`src/rtl/main_lcd_pkg.sv`:
```
// main_lcd_pkg: shared states, register map and init ROM for the LCD sequencer
package main_lcd_pkg;

  typedef enum logic [2:0] {
    PWR_WAIT,
    INIT,
    IDLE,
    SETUP,
    PULSE,
    HOLD,
    EXEC
  } state_t;

  localparam logic [1:0] ADDR_CMD    = 2'd0;
  localparam logic [1:0] ADDR_DATA   = 2'd1;
  localparam logic [1:0] ADDR_STATUS = 2'd2;
  localparam logic [1:0] ADDR_CTRL   = 2'd3;

  localparam int INIT_LEN = 4;

  // 8-bit bus, 2 lines; display on; clear; entry mode increment
  function automatic logic [7:0] init_byte(input logic [1:0] i);
    return i == 2'd0 ? 8'h38 : i == 2'd1 ? 8'h0C : i == 2'd2 ? 8'h01 : 8'h06;
  endfunction

  // clear and return-home commands need the long execution wait
  localparam logic [7:0] LONG_LO = 8'h01;
  localparam logic [7:0] LONG_HI = 8'h03;

endpackage

```
`src/rtl/main_lcd_fifo.sv`:
```
// main_lcd_fifo: synchronous FIFO that accepts a push on a full cycle when a pop frees a slot
module main_lcd_fifo #(
  parameter int DEPTH = 4,
  parameter int WIDTH = 9,
  localparam int AW = DEPTH > 1 ? $clog2(DEPTH) : 1,
  localparam int CW = $clog2(DEPTH + 1)
) (
  input  logic             clk,
  input  logic             rst,
  input  logic             push,
  input  logic [WIDTH-1:0] push_data,
  input  logic             pop,
  output logic [WIDTH-1:0] pop_data,
  output logic [CW-1:0]    count,
  output logic             full,
  output logic             empty
);

  logic [WIDTH-1:0] mem [DEPTH];
  logic [AW-1:0] wp, rp;
  logic do_push, do_pop;

  function automatic logic [AW-1:0] nxt(input logic [AW-1:0] p);
    return p == AW'(DEPTH - 1) ? '0 : p + AW'(1);
  endfunction

  assign full     = count == CW'(DEPTH);
  assign empty    = count == '0;
  assign do_pop   = pop && !empty;
  assign do_push  = push && (!full || do_pop);
  assign pop_data = mem[rp];

  // storage needs no reset; only pointers and count define validity
  always_ff @(posedge clk)
    if (do_push) mem[wp] <= push_data;

  // pointer and occupancy tracking
  always_ff @(posedge clk)
    if (rst) begin
      wp    <= '0;
      rp    <= '0;
      count <= '0;
    end else begin
      if (do_push) wp <= nxt(wp);
      if (do_pop) rp <= nxt(rp);
      count <= count + CW'(do_push) - CW'(do_pop);
    end

endmodule

```
`src/rtl/main_lcd_sequencer.sv`:
```
// main_lcd_sequencer: Avalon-fed HD44780 write sequencer with power-up init
import main_lcd_pkg::*;

module main_lcd_sequencer #(
  parameter int PWR_CYC    = 750000,
  parameter int SETUP_CYC  = 2,
  parameter int EN_CYC     = 25,
  parameter int HOLD_CYC   = 2,
  parameter int EXEC_CYC   = 2500,
  parameter int LONG_CYC   = 82000,
  parameter int FIFO_DEPTH = 4
) (
  input  logic        clk,
  input  logic        reset,
  input  logic [1:0]  address,
  input  logic        chipselect,
  input  logic        write_n,
  input  logic [31:0] writedata,
  output logic [31:0] readdata,
  output logic [7:0]  lcd_data,
  output logic        lcd_rs,
  output logic        lcd_rw,
  output logic        lcd_en,
  output logic        busy
);

  localparam int MAX_CYC = PWR_CYC > LONG_CYC ? PWR_CYC : LONG_CYC;
  localparam int CW      = $clog2(MAX_CYC + 1);
  localparam int FW      = $clog2(FIFO_DEPTH + 1);

  state_t state, state_n;
  logic [CW-1:0] cnt, cnt_n;
  logic [8:0] lat, lat_n, head;
  logic [2:0] idx, idx_n;
  logic [FW-1:0] count;
  logic wr, push, pop, full, empty, overflow, en, is_long;
  logic unused_bits;

  assign wr          = chipselect && !write_n;
  assign push        = wr && (address == ADDR_CMD || address == ADDR_DATA);
  assign is_long     = !lat[8] && lat[7:0] >= LONG_LO && lat[7:0] <= LONG_HI;
  assign unused_bits = ^writedata[31:8];

  main_lcd_fifo #(.DEPTH(FIFO_DEPTH), .WIDTH(9)) fifo (
    .clk       (clk),
    .rst       (reset),
    .push      (push),
    .push_data ({address == ADDR_DATA, writedata[7:0]}),
    .pop       (pop),
    .pop_data  (head),
    .count     (count),
    .full      (full),
    .empty     (empty)
  );

  // next state: each phase counter reloads to its length minus one on entry
  always_comb begin
    state_n = state;
    cnt_n   = cnt - CW'(1);
    lat_n   = lat;
    idx_n   = idx;
    pop     = 1'b0;
    case (state)
      PWR_WAIT: if (cnt == '0) state_n = INIT;
      INIT: begin
        lat_n   = {1'b0, init_byte(idx[1:0])};
        state_n = SETUP;
        cnt_n   = CW'(SETUP_CYC - 1);
      end
      IDLE: if (!empty) begin
        pop     = 1'b1;
        lat_n   = head;
        state_n = SETUP;
        cnt_n   = CW'(SETUP_CYC - 1);
      end
      SETUP: if (cnt == '0) begin
        state_n = PULSE;
        cnt_n   = CW'(EN_CYC - 1);
      end
      PULSE: if (cnt == '0) begin
        state_n = HOLD;
        cnt_n   = CW'(HOLD_CYC - 1);
      end
      HOLD: if (cnt == '0) begin
        state_n = EXEC;
        cnt_n   = is_long ? CW'(LONG_CYC - 1) : CW'(EXEC_CYC - 1);
      end
      EXEC: if (cnt == '0) begin
        idx_n   = idx < 3'(INIT_LEN) ? idx + 3'd1 : idx;
        state_n = idx_n < 3'(INIT_LEN) ? INIT : IDLE;
      end
      default: state_n = PWR_WAIT;
    endcase
  end

  // state, latch and a registered enable so lcd_en never glitches on decode
  always_ff @(posedge clk)
    if (reset) begin
      state    <= PWR_WAIT;
      cnt      <= CW'(PWR_CYC - 1);
      lat      <= '0;
      idx      <= '0;
      en       <= 1'b0;
      overflow <= 1'b0;
    end else begin
      state    <= state_n;
      cnt      <= cnt_n;
      lat      <= lat_n;
      idx      <= idx_n;
      en       <= state_n == PULSE;
      overflow <= (wr && address == ADDR_CTRL && writedata[0]) ? 1'b0 :
                  (push && full && !pop) ? 1'b1 : overflow;
    end

  assign lcd_data = lat[7:0];
  assign lcd_rs   = lat[8];
  assign lcd_rw   = 1'b0;
  assign lcd_en   = en;
  assign busy     = state != IDLE || !empty;
  assign readdata = address == ADDR_STATUS ?
                    {25'b0, 3'(count), 1'b0, overflow, full, busy} : 32'b0;

endmodule

```
`config.mk`:
```
export PLATFORM = sky130hd
export DESIGN_NAME = main_lcd_sequencer
export DESIGN_NICKNAME = d
export VERILOG_FILES = /design/src/rtl/main_lcd_pkg.sv /design/src/rtl/main_lcd_fifo.sv /design/src/rtl/main_lcd_sequencer.sv
export SDC_FILE = /design/constraint.sdc
export NUM_CORES = 1
export LEC_CHECK = 0
export CORE_MARGIN = 2
export CORE_UTILIZATION = 40
export DETAILED_ROUTE_END_ITERATION = 8
export GPL_TIMING_DRIVEN = 0
export MAX_ROUTING_LAYER = met4
export PLACE_DENSITY = 0.64
export SYNTH_ARGS = -nofsm -noshare
export SYNTH_HDL_FRONTEND = slang
export SYNTH_SLANG_ARGS = --single-unit
```
`constraint.sdc`:
```
create_clock -name clk -period 2.7 [get_ports clk]
set_input_delay 0.81 -clock clk [delete_from_list [all_inputs] [get_ports clk]]
set_output_delay 0.81 -clock clk [all_outputs]
set_load 0.02 [all_outputs]
```
======== After elaboration in Yosys (flattened, before gate mapping) ========
Memories as Yosys holds them, arrays and structs flattened. A register that Yosys moved wholly into a read port is not among the register bits.
Cells that the tools add are included.
Widths: inputs -> output; s select.
storage, ports and cells
  word-level logic and storage cells ...... 93
  memories ................................ 1
  RAM bits ................................ 36
  bits in latches ......................... 0
  register bits after elaboration ......... 44
  bits in read-only memories .............. 0
memory list
  memory    words  width  read ports  clocked after Yosys merged registers in  write ports  RTL line             source
  fifo.mem  4      9      1           1                                        1            main_lcd_fifo.sv:19  logic [WIDTH-1:0] mem [DEPTH];
cells by class
  multiply operators ...................... 0
  shift-type cells ........................ 0
  reductions and logical operators ........ 27
  add/sub/neg operators ................... 6
  magnitude comparators ................... 4
  multiplexer cells ....................... 29
  div/mod/pow operators ................... 0
  equal/unequal tests ..................... 17
  bitwise operators ....................... 0
operators by type and width
  cell                   number
  $pmux 20 s5            1
  $mux 20                4
  $mux 3                 8
  $pmux 3 s7             1
  $logic_not 20->1       1
  $sub 20x1->20 const B  1
  $pmux 9 s2             1
  $mux 17                1
  $eq 3x3->1 const B     5
  $eq 2x2->1 const B     5
  $logic_and 1x1->1      10
  $mux 2                 5
  $mux 9                 1
  $ge 8x1->1 const B     1
  $le 8x2->1 const B     1
  $mux 7                 1
  $eq 3x2->1 const B     2
  $logic_not 3->1        2
  $lt 3x3->1 const B     2
  $mux 6                 1
  $logic_not 1->1        5
  $add 2x1->2 const B    2
  $eq 2x1->1 const B     2
  $logic_not 2->1        2
  12 further kinds       18

======== Depth between registers and ports, before layout ========
  word-level depth ........................ 8
  mapped depth ............................ 12
  gate-level depth less buffers ........... 10

======== By module ========
From an unflattened synthesis, not the netlist that was laid out.
unflattened totals
  cells, all modules ...................... 374
  area total of the unflattened synthesis .. 4101.4 um2
modules (own cells, without submodules)
  module              cells an instance  times used  area each (um2)  seq. area each (um2)
  main_lcd_sequencer  279                1           2328.5           740.7
  main_lcd_fifo       95                 1           1773.0           1261.2

======== Worst setup path after synthesis ========
OpenSTA, ideal clock, no wires.
  kind .................................... in2out
  start ................................... in address[1]
  end ..................................... out readdata[1]
  path slack .............................. 65 ps
  stages .................................. 3
  path buffers ............................ 0
  data arrival time ....................... 1825 ps
  data required time ...................... 1890 ps
  cells stage by stage .................... nor2b_1 and2_1 nor3b_1
between the ends
  word-level cells in the longest chain between the ends .. 2
RTL lines
  what                RTL line                   source
  start: declaration  main_lcd_sequencer.sv:15   input logic [1:0] address,
  $eq 2x2->1          main_lcd_sequencer.sv:120  assign readdata = address == ADDR_STATUS ?
  $mux 7              main_lcd_sequencer.sv:120
  end: declaration    main_lcd_sequencer.sv:19   output logic [31:0] readdata,
No other way between the ends.

======== Worst setup path after layout ========
  start ................................... reg fifo.count[1]
  end ..................................... out busy
between the ends
  word-level cells in the longest chain between the ends .. 3
RTL lines
  what                      RTL line                   source
  start: declaration        main_lcd_fifo.sv:14        output logic [CW-1:0] count,
  start signal: assignment  main_lcd_fifo.sv:46        count <= count + CW'(do_push) - CW'(do_pop);
  $logic_not 3->1           main_lcd_fifo.sv:28        assign empty = count == '0;
  $logic_not 1->1           main_lcd_sequencer.sv:119  assign busy = state != IDLE || !empty;
  $logic_or 1x1->1          main_lcd_sequencer.sv:119
  end: declaration          main_lcd_sequencer.sv:24   output logic busy
No other way between the ends.

==> impl_metrics.yaml <==
critical_path:
  end_kind: "primary output"
  crit_type: "flip-flop to primary output"
  critPathArrivalTime_ns: 1.76
  critPathMaxFanout: 6
  path_buf_inv: 1
  worstReg2RegStart: "state[2]$_SDFF_PP0_"
  slowest_stage: "clkdlybuf4s50_1"
  cp_cell_sequence: "nor3_2 -> nand2_1 -> clkdlybuf4s50_1"
  crit_family: "buffers and inverters"
  worstSetupStartpointType: "flip-flop"
  cp_slowest_stage_delay_ns: 0.55
  crit_start: "fifo.count[1]$_SDFF_PP0_"
  cp.required_ns: 1.89
cells_and_area:
  register_area_mm2: 0.00201
  finalNetCount: 489
  nFillCells: 935
  syn2layout_area_growth_pct: 19.6
  design_area_mm2: 0.00487
  antenna_cells: 0
  multi_input_area_mm2: 0.00190
  layout-drive-gt1-share_pct: 18.8
die:
  design.core.area_mm2: 0.00982
  ios: 82
  start_util_pct: 41.5
  die_area_mm2: 0.0110
  rows: 36
  fp.dieH_um: 105
  fp.dieW_um: 105
clocking:
  clock_sinks: 82
  hold_buffers: 0
  numCtsBuffers: 9
  htreeDepth: 3
  clock_latency_ns: 0.37
  clk_pin_slew_worst_paths_ns: 0.09
  cts_tree: "done"
  clock_path_buffers: 2
  root_buffer: "clkbuf_8"
sta:
  maxSlewViolCount: 0
  finalHoldViolations: 0
  slew_headroom_pct: 53.9
  period_share_pct: 95.2
  clock.fmax_mhz: 389
  max_slew.worst_pin.slew_ns: 0.682
  setup_viol: 0
  setup_ws_ns: 0.129
  fin_tns_setup_ns: 0
  hold_slack_ns: 0.498
  finalWorstPathRequiredPeriod_ns: 2.57
  clock_skew_ns: 0.0138
  grt_setup_unrepaired: "true"
routing:
  drtIter0Drc: 120
  met2_length_um: 4290
  via_per_inst: 5.06
  drt_pass1_iterations: 4
  wl_per_cell_um: 14.3
  dr.max_layer_used: "met4"
  ant_nets: 0
  finalWirelength_um: 8220
  dr_wl_met3_um: 291
  vias: 2908
  drt-met1-wl_um: 3540
  drc_errors: 0
synthesis:
  synthFlopType: "dfxtp_1"
  synth-async-reset-ratio_pct: 0
  synthCells: 370
  seq_area_frac_synth_pct: 49.1
  synth_largest_area_cell: "edfxtp_1"
  netlist_area_mm2: 0.00408
  synth_top_area_share_pct: 26.5
  ys_warn_count: 0
  ys_ff_latch: 82
  synth_area_leaders: "edfxtp_1, dfxtp_1, buf_4"
  synth_edf_count: 36
  syn_area_per_cell_um2: 11.0
  synth_cell_types: 61
power:
  leakage_nw: 1.76
  p_switching_uw: 614
  power_frac_comb_pct: 7.5
  clkPwrFrac_pct: 37.5
  intPower_mw: 1.80
  p_per_area_mw_per_mm2: 495
  power_mw: 2.41
  switching_share_pct: 25.5
  vdd_ir_drop_max_mv: 0.319
  seqPwrFrac_pct: 55.0
grt:
  grt_max_degree: 17
  gr-total-overflow: 0
  grt_pass1_vias: 2843
  grt_pass1_wl_um: 13700
  grt_util_all_layers_pct: 16.1
  antenna_found_initial: 0
placement:
  hpwl_um: 5980
  place_ws_ns: -0.718
  globalplace.congestion: 0.824
  postPlaceCellArea_mm2: 0.00463
  port_buffers: 29
worst_hold_path:
  hp-start: "lat[3]$_SDFFE_PP0P_"
  hold_class: "flip-flop to flip-flop"
run:
  maxCapViolCount: 0
outcome:
  status: "finished clean"
==> placed cells by master, fill, tap and decap left out, types with 5 or more instances in the layout <==
master           instances
dfxtp_1                 43
edfxtp_1                36
nor2_1                  35
buf_4                   30
conb_1                  27
clkdlybuf4s50_1         21
nand2_1                 16
nor3_1                  14
ha_1                    13
inv_1                   12
and2_1                  10
clkbuf_1                10
xor2_1                  10
mux4_2                   9
clkbuf_8                 9
xnor2_1                  8
mux2i_1                  7
a21oi_1                  7
o21ai_1                  7
nand2b_1                 6
nand3_1                  6
nor4_1                   6
o31ai_1                  5
==> layer usage <==
metal	track usage, %	up-vias
met2	28.0	56
met5	-	-
met3	4.24	13
li1	-	1434
met1	18.3	1405
met4	4.57	0
==> power groups by stage <==
stage          clock, mW  sequential (mW)  combinational [mW]
6_report           0.905             1.33               0.180
5_1_grt            0.975             1.33               0.198
4_1_cts            0.927             1.33               0.179
3_5_place_dp           0             1.35               0.181
3_3_place_gp           0             1.35               0.180
2_1_floorplan          0             1.35               0.130
==> cells by family (layout without fill, tap and decap cells) <==
| group | after synthesis | after routing | synth area share, % |
|---|---|---|---|
| AO/OA/AOI/OAI | 54 | 54 | 9.55 |
| XOR/XNOR | 18 | 18 | 3.87 |
| adder cells (fa/ha/maj) | 14 | 14 | 4.48 |
| buffers and inverters | 53 | 99 | 7.52 |
| flip-flops | 82 | 82 | 49.1 |
| multiplexers | 16 | 16 | 6.69 |
| other | 1 | 27 | 0.0920 |
| AND/OR/NAND/NOR | 132 | 132 | 18.7 |
==> registers in the layout, summed over array words and instances (netlist names), named ones only <==
register and count:
lcd_en 1, state 3, overflow 1, idx 3
cnt 20, lat 9, fifo.mem 36, fifo.rp 2
fifo.wp 2, fifo.count 3
==> worst reg2reg max path: stages (launching register included) <==
cell and delay [ns]:
dfxtp_2 0.38, or3b_4 0.44, nor2_2 0.20, buf_6 0.19, ha_1 0.24, inv_1 0.05, ha_1 0.13, inv_1 0.05
fa_1 0.37, xor2_1 0.17, xnor2_1 0.14, nor2_1 0.05
==> synthesized netlist by cell type (4+ instances only) <==
library cell,n
nand3_1,6
o21ai_1,7
or3_1,4
nor3_1,15
xor2_1,10
o31ai_1,5
buf_4,28
nor2b_1,5
and2_1,10
dfxtp_1,46
nand2b_1,6
a21oi_1,7
edfxtp_1,36
xnor2_1,8
clkbuf_1,11
mux2i_1,7
nor2_1,36
o21ai_0,4
nand4_1,4
mux4_2,9
nor4_1,6
a311oi_1,4
inv_1,12
nand2_1,16
ha_1,13
==> worst paths after layout <==
path,end,slack [ns],cells past startpoint
worst min register to register,lat[3]$_SDFFE_PP0P_,0.50,2
worst min-delay path,lat[3]$_SDFFE_PP0P_,0.50,2
worst max-delay path,busy,0.13,3
worst max register to register,fifo.count[2]$_SDFF_PP0_,0.16,11
==> metrics by stage <==
stage                     util, %  std cells
final                        49.6        575
after floorplan                 -        396
after detailed placement     47.2        558
after global placement       47.2        558
after CTS                    49.6        575
after global routing         49.6        575
==> final cells by class <==
type	count	share of cell area (%)
flip-flops and latches	82	41.2
multi-input cells	261	38.9
repair buffers	31	6.01
plain buffers	40	5.42
well taps	133	3.41
clock buffers	10	3.05
clock inverters	6	1.10
inverters	12	0.924
==> what timing repair did <==
| item | CTS | global route |
|---|---|---|
| setup buffers | 2 | 0 |
| endpoints found under the setup margin | 9 | 2 |
| hold endpoints to repair | 0 | 0 |
| gates resized for setup | 24 | 7 |
| pin swaps | 1 | 0 |
(Power assumes the default switching activity.)
